## src/rtl/pipeline_control_chain.sv

```systemverilog
// Control-path half of a 5-stage pipeline: carries the ID-stage control bundle through
// ID/EX, EX/MEM and MEM/WB, resolves load-use stalls and taken-branch flushes, and generates EX forwarding selects.
module pipeline_control_chain #(
    parameter int CNT_W = 16
) (
    input  logic             clk,
    input  logic             reset,
    input  logic             id_valid,
    input  logic             Branch,
    input  logic             MemRead,
    input  logic             MemtoReg,
    input  logic             MemWrite,
    input  logic             ALUSrc,
    input  logic             RegWrite,
    input  logic [1:0]       ALUOp,
    input  logic [4:0]       id_rs1,
    input  logic [4:0]       id_rs2,
    input  logic [4:0]       id_rd,
    input  logic             alu_zero,
    output logic             pc_write,
    output logic             ifid_write,
    output logic             ifid_flush,
    output logic             pc_src,
    output logic             ex_ALUSrc,
    output logic [1:0]       ex_ALUOp,
    output logic             ex_Branch,
    output logic             mem_MemRead,
    output logic             mem_MemWrite,
    output logic             wb_RegWrite,
    output logic             wb_MemtoReg,
    output logic [4:0]       ex_rd,
    output logic [4:0]       mem_rd,
    output logic [4:0]       wb_rd,
    output logic [1:0]       forward_a,
    output logic [1:0]       forward_b,
    output logic [CNT_W-1:0] stall_count,
    output logic [CNT_W-1:0] flush_count
);

    typedef struct packed {
        logic       valid;
        logic       branch;
        logic       memread;
        logic       memtoreg;
        logic       memwrite;
        logic       alusrc;
        logic       regwrite;
        logic [1:0] aluop;
        logic [4:0] rd;
        logic [4:0] rs1;
        logic [4:0] rs2;
    } idex_t;

    typedef struct packed {
        logic       valid;
        logic       memread;
        logic       memtoreg;
        logic       memwrite;
        logic       regwrite;
        logic [4:0] rd;
    } exmem_t;

    typedef struct packed {
        logic       valid;
        logic       memtoreg;
        logic       regwrite;
        logic [4:0] rd;
    } memwb_t;

    idex_t  ex_reg,  ex_next;
    exmem_t mem_reg, mem_next;
    memwb_t wb_reg,  wb_next;

    logic branch_taken;
    logic load_use;
    logic stall;
    logic insert_bubble;
    logic memtoreg_clean;
    logic live;

    assign live = ~reset;

    // ------------------------------------------------------------------
    // Hazard detection
    // ------------------------------------------------------------------
    assign branch_taken = ex_reg.valid & ex_reg.branch & alu_zero;

    assign load_use = id_valid & ex_reg.valid & ex_reg.memread & (ex_reg.rd != 5'd0)
                    & ((ex_reg.rd == id_rs1) | (ex_reg.rd == id_rs2));

    // A taken branch discards the ID instruction anyway, so it outranks the stall.
    assign stall         = load_use & ~branch_taken;
    assign insert_bubble = branch_taken | stall;

    // Store and branch decodes leave MemtoReg undriven; only a definite 1 with a write survives.
    assign memtoreg_clean = RegWrite & (MemtoReg === 1'b1);

    // ------------------------------------------------------------------
    // Stage next-state
    // ------------------------------------------------------------------
    always_comb begin
        ex_next = '0;
        if (!insert_bubble) begin
            ex_next.valid    = id_valid;
            ex_next.branch   = Branch;
            ex_next.memread  = MemRead;
            ex_next.memtoreg = memtoreg_clean;
            ex_next.memwrite = MemWrite;
            ex_next.alusrc   = ALUSrc;
            ex_next.regwrite = RegWrite;
            ex_next.aluop    = ALUOp;
            ex_next.rd       = id_rd;
            ex_next.rs1      = id_rs1;
            ex_next.rs2      = id_rs2;
        end
    end

    always_comb begin
        mem_next = '0;
        if (ex_reg.valid) begin
            mem_next.valid    = 1'b1;
            mem_next.memread  = ex_reg.memread;
            mem_next.memtoreg = ex_reg.memtoreg;
            mem_next.memwrite = ex_reg.memwrite;
            mem_next.regwrite = ex_reg.regwrite;
            mem_next.rd       = ex_reg.rd;
        end
    end

    always_comb begin
        wb_next = '0;
        if (mem_reg.valid) begin
            wb_next.valid    = 1'b1;
            wb_next.memtoreg = mem_reg.memtoreg;
            wb_next.regwrite = mem_reg.regwrite;
            wb_next.rd       = mem_reg.rd;
        end
    end

    always_ff @(posedge clk) begin
        if (reset) begin
            ex_reg  <= '0;
            mem_reg <= '0;
            wb_reg  <= '0;
        end else begin
            ex_reg  <= ex_next;
            mem_reg <= mem_next;
            wb_reg  <= wb_next;
        end
    end

    // ------------------------------------------------------------------
    // Forwarding selects, one per EX source operand
    // ------------------------------------------------------------------
    logic [4:0] ex_rs   [2];
    logic [1:0] fwd_sel [2];

    assign ex_rs[0] = ex_reg.rs1;
    assign ex_rs[1] = ex_reg.rs2;

    genvar gi;
    generate
        for (gi = 0; gi < 2; gi++) begin : g_fwd
            logic [1:0] sel_next;
            always_comb begin
                sel_next = 2'b00;
                if (mem_reg.valid && mem_reg.regwrite && (mem_reg.rd != 5'd0)
                        && (mem_reg.rd == ex_rs[gi])) begin
                    sel_next = 2'b10;
                end else if (wb_reg.valid && wb_reg.regwrite && (wb_reg.rd != 5'd0)
                        && (wb_reg.rd == ex_rs[gi])) begin
                    sel_next = 2'b01;
                end
            end
            assign fwd_sel[gi] = sel_next;
        end
    endgenerate

    // ------------------------------------------------------------------
    // Saturating event counters: index 0 counts stalls, index 1 counts flushes
    // ------------------------------------------------------------------
    logic [1:0]       cnt_event;
    logic [CNT_W-1:0] cnt_val [2];

    assign cnt_event = {branch_taken, stall};

    generate
        for (gi = 0; gi < 2; gi++) begin : g_cnt
            logic [CNT_W-1:0] cnt_reg;
            always_ff @(posedge clk) begin
                if (reset) begin
                    cnt_reg <= '0;
                end else if (cnt_event[gi] && (cnt_reg != {CNT_W{1'b1}})) begin
                    cnt_reg <= cnt_reg + CNT_W'(1);
                end
            end
            assign cnt_val[gi] = cnt_reg;
        end
    endgenerate

    assign stall_count = cnt_val[0];
    assign flush_count = cnt_val[1];

    // ------------------------------------------------------------------
    // Outputs: gated by stage valid and forced quiet while reset is held
    // ------------------------------------------------------------------
    logic ex_on, mem_on, wb_on;

    assign ex_on  = live & ex_reg.valid;
    assign mem_on = live & mem_reg.valid;
    assign wb_on  = live & wb_reg.valid;

    assign pc_write   = live & ~stall;
    assign ifid_write = live & ~stall;
    assign ifid_flush = live & branch_taken;
    assign pc_src     = live & branch_taken;

    assign ex_ALUSrc    = ex_on & ex_reg.alusrc;
    assign ex_ALUOp     = {2{ex_on}} & ex_reg.aluop;
    assign ex_Branch    = ex_on & ex_reg.branch;
    assign ex_rd        = {5{ex_on}} & ex_reg.rd;

    assign mem_MemRead  = mem_on & mem_reg.memread;
    assign mem_MemWrite = mem_on & mem_reg.memwrite;
    assign mem_rd       = {5{mem_on}} & mem_reg.rd;

    assign wb_RegWrite  = wb_on & wb_reg.regwrite;
    assign wb_MemtoReg  = wb_on & wb_reg.memtoreg;
    assign wb_rd        = {5{wb_on}} & wb_reg.rd;

    assign forward_a = {2{live}} & fwd_sel[0];
    assign forward_b = {2{live}} & fwd_sel[1];

endmodule

```

## config.mk

```make
export PLATFORM = sky130hd
export DESIGN_NAME = pipeline_control_chain
export DESIGN_NICKNAME = d
export VERILOG_FILES = /design/src/rtl/pipeline_control_chain.sv
export SDC_FILE = /design/constraint.sdc
export NUM_CORES = 1
export LEC_CHECK = 0
export CORE_MARGIN = 2
export CORE_UTILIZATION = 44
export CTS_CLUSTER_DIAMETER = 80
export DETAILED_ROUTE_END_ITERATION = 8
export GPL_TIMING_DRIVEN = 0
export PLACE_DENSITY = 0.85
export SLEW_MARGIN = 20
export SYNTH_ARGS = -nofsm -noshare
export SYNTH_HDL_FRONTEND = slang
export SYNTH_SLANG_ARGS = --single-unit
export TNS_END_PERCENT = 1
```

## constraint.sdc

```tcl
create_clock -name clk -period 1.8 [get_ports clk]
set_input_delay 0.18 -clock clk [delete_from_list [all_inputs] [get_ports clk]]
set_output_delay 0.18 -clock clk [all_outputs]
set_load 0.01 [all_outputs]
```

Yosys cells after proc, flatten, opt, wreduce, memory -nomap -nowiden:

Cells that the tools add are included.

* latch bits: 0
* input bits: 27
* memories kept: 0
* memory bits (read-only): 0
* word-level logic and storage cells: 88
* output and inout bits: 63
* register bits after elaboration: 74
* memory bits (writable): 0

* div/mod/pow operators: 0
* reductions and logical operators: 16
* bitwise gates (word level): 32
* multipliers: 0
* magnitude comparators: 0
* add/sub/neg operators: 2
* equal/unequal tests: 9
* shifts and indexed selects: 0
* multiplexer cells: 6

Operators by type and width (count)
* $add A16 B1 Y16 const B: 2
* $ne A16 B16 Y1 const B: 2
* $eq A5 B5 Y1: 6
* $and A1 B1 Y1: 19
* $and A5 B5 Y5: 3
* $reduce_bool A5 Y1: 3
* $logic_and A1 B1 Y1: 10
* $mux W10: 1
* $mux W8: 1
* $and A2 B2 Y2: 3
* $reduce_or A2 Y1: 3
* $not A1 Y1: 5
* $mux W2: 2
* $mux W1: 2
* $or A1 B1 Y1: 2
* $eqx A1 B1 Y1 const B: 1

Logic depth before layout (Yosys ltp):

Gate-level depths: netlist of the first run.

* depth after elaboration: 7
* gate-level depth with buffers: 8
* mapped depth without buffers: 6

Least setup slack after synthesis of the first run:

OpenSTA, ideal clock, no wires.

* path kind: register to output
* from: register ex_reg[12] in the netlist's numbering
* to: output pc_write
* path buffers: 3
* required time: 1.620 ns
* setup slack: -0.089 ns
* cell stages (with the launch flop): 9
* arrival time: 1.709 ns
* cells stage by stage: dfxtp_1 xor2_1 nor3_2 a22oi_2 buf_2 buf_2 nor3_1 o21bai_1 buf_4

* cells in the longest elaborated chain, start to end: 6
* elaborated cells between the ends (all ways): 9
* those cells by class: eq/ne (2); bitwise (6); reduce/logical (1)

Ends and longest elaborated chain
* start: declaration: line 70 `idex_t ex_reg, ex_next;`
* start signal: assignment: line 146 `ex_reg <= ex_next;`
* $eq A5 B5 Y1 / $reduce_bool A5 Y1 (equally long branches): line 89, 88
* $or A1 B1 Y1 / $and A1 B1 Y1 (equally long branches): line 89, 88
* $and A1 B1 Y1 (*): line 89 `& ((ex_reg.rd == id_rs1) | (ex_reg.rd == id_rs2));`
* $and A1 B1 Y1 (*): line 92 `assign stall = load_use & ~branch_taken;`
* $not A1 Y1 (*)
* $and A1 B1 Y1 (*)
* end: declaration: line 20 `output logic pc_write,`

Every way passes the cells marked *; elsewhere a longest branch is shown, timed or not.

Final worst setup path of the first run:

* from: register ex_reg[14] in the netlist's numbering
* to: output pc_write

* cells in the longest elaborated chain, start to end: 6
* elaborated cells between the ends (all ways): 9
* those cells by class: eq/ne (2); bitwise (6); reduce/logical (1)

Ends and longest elaborated chain
* $eq A5 B5 Y1 / $reduce_bool A5 Y1 (equally long branches): line 89, 88
* $or A1 B1 Y1 / $and A1 B1 Y1 (equally long branches): line 89, 88
* $and A1 B1 Y1 (*): line 89
* $and A1 B1 Y1 (*): line 92
* $not A1 Y1 (*): line 213 `assign pc_write = live & ~stall;`
* $and A1 B1 Y1 (*): line 213

Marks and branches as above.

==> results.toml, run 1 <==
[yosys]
synth_top_family_by_area = "simple AND/OR/NAND/NOR gates"
async_reset_ff_frac = 0
synth_edf_count = 0
avgSynthCellArea_um2 = 9.25
ys.flop_type = "dfxtp_1"
yosys-mux-area-fraction = 0.0129
synth-xor-area-share = 0.109
yosys.area_share.adder = 0.00739
synth_seq_cells = 74
yosys.area_share.simple = 0.319
yosysSeqAreaShare = 0.437
synth_compound_area_frac = 0.0864
synth_warnings = 0
synth.distinct_cells = 48
syn_nets = 395
syn_inst = 366
synth_area_mm2 = 0.00339

[run_status]
violations = "negative setup slack"
outcome = "finished with violations"

[clock_tree]
htree_levels = 3
cts.clk_slew.worst_paths_ps = 80
cts_hold_buf = 0
cts_buffers = 9
cts_root_buf = "clkbuf_8"
clock-sinks = 74
cts_buffer_depth = 2
cts_tree = "done"
clock_latency_ps = 350

[final_layout]
antenna_cells = 0
area_growth_pct = 44.7
drive_gt1_frac = 0.218
utilization = 0.665
fin_area_mm2 = 0.00490
largest_reg_flops = 24
nets = 500

[timing]
fin_skew_ps = 6.90
layout_setup_ws_ps = -349
fin_crit_sh = 1.19
setup_viol = 14
fmax_mhz = 465
hold_violations = 0
min_period_ps = 2150
rsz0062_at_grt = "true"
fin_tns_setup_ps = -2250
maxSlewHeadroom = 0.614
worstMarginPinSlew_ps = 579
slew_violations = 0

[route]
wl_per_cell_um = 15.8
vias_per_cell = 5.39
ant_nets = 0
remaining_drc_errors = 0
dr.pass1.iters = 4
wl_um = 9110
drt_iter0_drc = 168
vias = 3099

[critical_path]
criticalPathCategory = "register to output pin"
critPathRequiredTime_ps = 1620
worst_path_largest_cell_delay_ps = 370
cpMaxStageDelayCell = "dfxtp_4"
cp_data_arrival_time_ps = 1970
start_kind = "register"
crit_chain = "xor2_1 -> nor3_2 -> a22oi_2 -> buf_6 -> buf_8 -> nor3_4 -> o21bai_1 -> buf_4 -> buf_6"
crit_top_cell = "buf_6"
cp-end-kind = "output pin"
critical_path_peak_fanout = 4

[power_and_ir_drop]
ir_drop_uv = 529
p_per_area_mw_per_mm2 = 699
p_leak_nw = 1.85
total_power_mw = 3.43

[placed_design]
place_ws_ps = -1040
portBuffers = 89
dp_hpwl_um = 6380
gp_congestion = 0.893
place_area_mm2 = 0.00441

[die]
chipHeight_um = 91.7
row_count = 31
die_w_um = 91.7
io_pins = 90
die-area_mm2 = 0.00842
start_util = 0.460
design.core.area_mm2 = 0.00737

[global_route]
antenna_found_initial = 0
grt_pass1_wl_um = 14900
overflow = 0
grt_pass1_vias = 3083
grt_max_degree = 15
grt_usage = 0.220

[worst_hold_path]
hold_class = "input port to register"

[flow_run]
max_cap_violations = 0
[cell families after synthesis]
logic type	count (synthesis)
XOR/XNOR	42
flip-flops	74
AND/OR/NAND/NOR	182
AO/OA/AOI/OAI	42
adder cells (fa/ha/maj)	2
multiplexers	4
buffers and inverters	20
[worst paths after layout]
check	startpoint	end	slack, ps	depth (start not counted)
max	ex_reg[14]	pc_write	-350	9
min	id_rd[2]	ex_reg[12]	370	2
max reg2reg	ex_reg[14]	stall_count[5]	-150	7
min reg2reg	ex_reg[19]	mem_reg[6]	430	1
[placed cells by master (no fill, tap or decap), types with 3 or more instances in the layout]
| master | count |
|---|---|
| clkdlybuf4s50_1 | 64 |
| and2_1 | 58 |
| dfxtp_1 | 56 |
| nor2_1 | 26 |
| xnor2_1 | 23 |
| dlygate4sd2_1 | 17 |
| xor2_1 | 16 |
| nand3_1 | 15 |
| a21oi_1 | 14 |
| clkbuf_8 | 12 |
| nand4_1 | 11 |
| or4_1 | 10 |
| dfxtp_2 | 10 |
| buf_4 | 9 |
| nand2_1 | 8 |
| dfxtp_4 | 8 |
| o31ai_1 | 7 |
| and2_4 | 6 |
| nor3_1 | 6 |
| nor4_1 | 5 |
| and3_1 | 5 |
| inv_1 | 5 |
| buf_2 | 5 |
| nor4_2 | 4 |
| o21ai_0 | 4 |
| nor2b_4 | 3 |
| xor2_2 | 3 |
| nor3_2 | 3 |
| buf_6 | 3 |
| buf_8 | 3 |
| mux2_2 | 3 |
| or2_2 | 3 |
| inv_6 | 3 |
[layer usage]
layer / global-route usage / part of all wire / vias up
li1: - / - / 1494
met1: 0.274 / 0.43 / 1468
met2: 0.373 / 0.49 / 114
met3: 0.0288 / 0.047 / 23
met4: 0.108 / 0.029 / 0
met5: 0 / 0 / -
[synthesized netlist by cell type (4+ instances only)]
| master | number | share of area |
|---|---|---|
| or4_1 | 10 | 0.022 |
| o21ai_0 | 4 | 0.0059 |
| o31ai_1 | 7 | 0.016 |
| clkbuf_1 | 7 | 0.0078 |
| nor3_1 | 9 | 0.013 |
| nor2_1 | 26 | 0.029 |
| nor2b_1 | 4 | 0.0074 |
| a21oi_1 | 15 | 0.022 |
| and3_1 | 6 | 0.011 |
| nand2_1 | 8 | 0.0089 |
| xor2_1 | 19 | 0.049 |
| inv_1 | 5 | 0.0055 |
| xnor2_1 | 23 | 0.059 |
| dfxtp_1 | 74 | 0.44 |
| and2_1 | 64 | 0.12 |
| nand3_1 | 17 | 0.025 |
| nand4_1 | 11 | 0.020 |
| nor4_1 | 9 | 0.017 |
[critical path, delay by kind of cell, from the launching register on]
kind	cells	cell delay (ps)
AO/OA/AOI/OAI	2	210
flip-flops	1	370
XOR/XNOR	1	170
AND/OR/NAND/NOR	2	360
buffers and inverters	4	510
[per-stage QoR]
stage | hold WS (ps) | instances
global placement | 408 | 554
detailed placement | 416 | 554
global route | 364 | 575
finish | 374 | 575
CTS | 368 | 575
floorplan | 302 | 366
[power by group]
group          leakage, nW  switching, mW  total, mW  internal [mW]
Clock                0.111          0.643       1.44          0.792
Combinational         1.12          0.130      0.290          0.160
Sequential           0.613         0.0356       1.70           1.66
Total                 1.85          0.809       3.43           2.62
[timing repair]
action,4_1_cts,5_1_grt
endpoints found under the setup margin,71,55
buffers inserted,5,0
gates resized for setup,102,24
pin swaps,41,4
[area by class of cell]
class,count,area (um^2)
buffer,15,153
clock buffer,9,124
clock inverter,7,98.8
fill,590,2470
inverter,5,18.8
multi-input combinational,272,1980
sequential,74,1520
tap,99,124
timing repair buffer,94,881
No activity file was read; power rests on OpenSTA's default activity.
==> inputs of run 2 (changes only) <==
--- a/config.mk
+++ b/config.mk
@@ -5,12 +5,14 @@
 export SDC_FILE = /design/constraint.sdc
 export NUM_CORES = 1
 export LEC_CHECK = 0
+export ABC_AREA = 1
 export CORE_MARGIN = 2
-export CORE_UTILIZATION = 44
+export CORE_UTILIZATION = 55
 export CTS_CLUSTER_DIAMETER = 80
 export DETAILED_ROUTE_END_ITERATION = 8
+export DONT_BUFFER_PORTS = 1
 export GPL_TIMING_DRIVEN = 0
-export PLACE_DENSITY = 0.85
+export PLACE_DENSITY = 0.82
 export SLEW_MARGIN = 20
 export SYNTH_ARGS = -nofsm -noshare
 export SYNTH_HDL_FRONTEND = slang
==> results.toml, run 2 <==
[run_status]
outcome = "complete, no violations"

[timing]
fin_crit_sh = 0.956
rsz0062_at_grt = "true"
worstMarginPinSlew_ps = 482
min_period_ps = 1720
fin_tns_setup_ps = 0
hold_violations = 0
hold_ws_ps = 202
slew_violations = 0
maxSlewHeadroom = 0.679
fin_skew_ps = 6.15
setup_viol = 0
fmax_mhz = 581

[route]
ant_nets = 0
vias_per_cell = 5.05
vias = 3300
dr.pass1.iters = 5
drt_iter0_drc = 137
remaining_drc_errors = 0
wl_per_cell_um = 12.8
wl_um = 8390

[die]
start_util = 0.563
design.core.area_mm2 = 0.00631
chipHeight_um = 84.4
die_w_um = 84.4
io_pins = 90
die-area_mm2 = 0.00713
row_count = 29

[yosys]
async_reset_ff_frac = 0
syn_inst = 539
ys.flop_type = "dfxtp_1"
syn_nets = 568
yosysMostFrequentCell = "nor2_1"
synth_warnings = 0
synth_top_cell_by_area = "dfxtp_1"
synth_commonest_cells = "nor2_1, nand2_1, inv_1"
synth_area_leaders = "dfxtp_1, nor2_1, nand2_1, inv_1, nand3_1"
synth.distinct_cells = 30
synth_area_mm2 = 0.00356
synth_top_area_frac = 0.416
synth_edf_count = 0
synth_seq_cells = 74
yosysSeqAreaShare = 0.416
avgSynthCellArea_um2 = 6.60

[power_and_ir_drop]
total_power_mw = 3.00
p_per_area_mw_per_mm2 = 722
ir_drop_uv = 459
p_leak_nw = 1.71

[global_route]
antenna_found_initial = 0
grt_pass1_vias = 3050
overflow = 0
grt_max_degree = 11
grtUsageMet1 = 0.313
grt_usage = 0.240
use_met2 = 0.367
grt_busiest_layer = "met2"
grtUsageMet3 = 0.0777
grt_pass1_wl_um = 13800

[worst_hold_path]
hold_class = "input port to register"

[final_layout]
nets = 603
fin_area_mm2 = 0.00415
antenna_cells = 0
fill_cells = 566
drive_gt1_frac = 0.0988
layout_commonest_cell = "nor2_1"
largest_reg_flops = 24
utilization = 0.657
final_cell_mix = "nor2_1, nand2_1, inv_1"
area_growth_pct = 16.7

[critical_path]
r2r_slack_ps = 110
critical_path_peak_fanout = 6
worst_path_largest_cell_delay_ps = 550
criticalPathCategory = "input port to output pin"
critPathRequiredTime_ps = 1620
cp-end-kind = "output pin"
crit_chain = "dlygate4sd3_1 -> inv_1 -> nand2_1 -> nand2_1 -> nor2_1 -> nand3_1 -> nand2_4 -> a31oi_4 -> buf_6"
start_kind = "input port"
crit_top_cell = "nand2_1"
cp_data_arrival_time_ps = 1540
cpMaxStageDelayCell = "dlygate4sd3_1"

[placed_design]
portBuffers = 0
place_area_mm2 = 0.00365
dp_hpwl_um = 6020
gp_congestion = 0.895

[clock_tree]
cts_setup_buffers = 0
clock_latency_ps = 330
cts_root_buf = "clkbuf_8"
cts_buffer_depth = 2
clock-sinks = 74
cts_buffers = 9
cts_tree = "done"
htree_levels = 3
cts.clk_slew.worst_paths_ps = 70

[flow_run]
max_cap_violations = 0
## run 2: per-stage QoR
stage | instances | setup slack, ps
2_1_floorplan | 539 | 162
3_3_place_gp | 616 | -59.1
3_5_place_dp | 616 | -104
4_1_cts | 654 | -6.88
5_1_grt | 654 | -57.0
6_report | 654 | 80.1
## run 2: kinds of logic (layout without fill, tap and decap cells)
kind of cell             count (synthesis)  in the layout  share of synthesized area
XOR/XNOR                                21             21                     0.0517
flip-flops                              74             74                      0.416
buffers and inverters                  101            139                      0.115
AO/OA/AOI/OAI                           36             36                     0.0573
adder cells (fa/ha/maj)                  2              2                    0.00703
AND/OR/NAND/NOR                        305            305                      0.352
## run 2: worst paths after layout
path	start	end	cells after the start
worst max-delay path	id_rs1[0]	pc_write	9
worst min-delay path	reset	flush_count[15]	2
worst max register to register	stall_count[0]	stall_count[1]	10
worst min register to register	ex_reg[19]	mem_reg[6]	2
## run 2: area by class of cell
| type | count | area [um^2] | share of cell area |
|---|---|---|---|
| inverters | 88 | 334 | 0.0805 |
| clock buffers | 14 | 153 | 0.0368 |
| multi-input cells | 364 | 1740 | 0.418 |
| repair buffers | 24 | 240 | 0.0579 |
| well taps | 77 | 96.3 | 0.0232 |
| plain buffers | 13 | 86.3 | 0.0208 |
| flip-flops and latches | 74 | 1510 | 0.363 |
## run 2: what timing repair did
action,4_1_cts,5_1_grt
gates resized for setup,11,27
endpoints found under the setup margin,24,68
pin swaps,1,2
hold buffers,24,0
hold endpoints to repair,24,0
## run 2: report_power, final
part | switching (mW) | internal, mW | total (mW)
Sequential | 0.0296 | 1.67 | 1.70
Clock | 0.539 | 0.526 | 1.06
Combinational | 0.130 | 0.103 | 0.233
Total | 0.699 | 2.30 | 3.00
## run 2: worst max-delay path, delay by kind of cell
family / cells / cell delay, ps
simple gates: 5 / 460
buf+inv: 3 / 780
compound gates: 1 / 120
## run 2: per-layer routing
metal / wire length (um) / part of all wire / vias to the layer above
met5: 0 / 0 / -
met4: 176 / 0.021 / 0
met3: 701 / 0.084 / 15
met2: 3730 / 0.44 / 110
met1: 3790 / 0.45 / 1465
li1: - / - / 1710
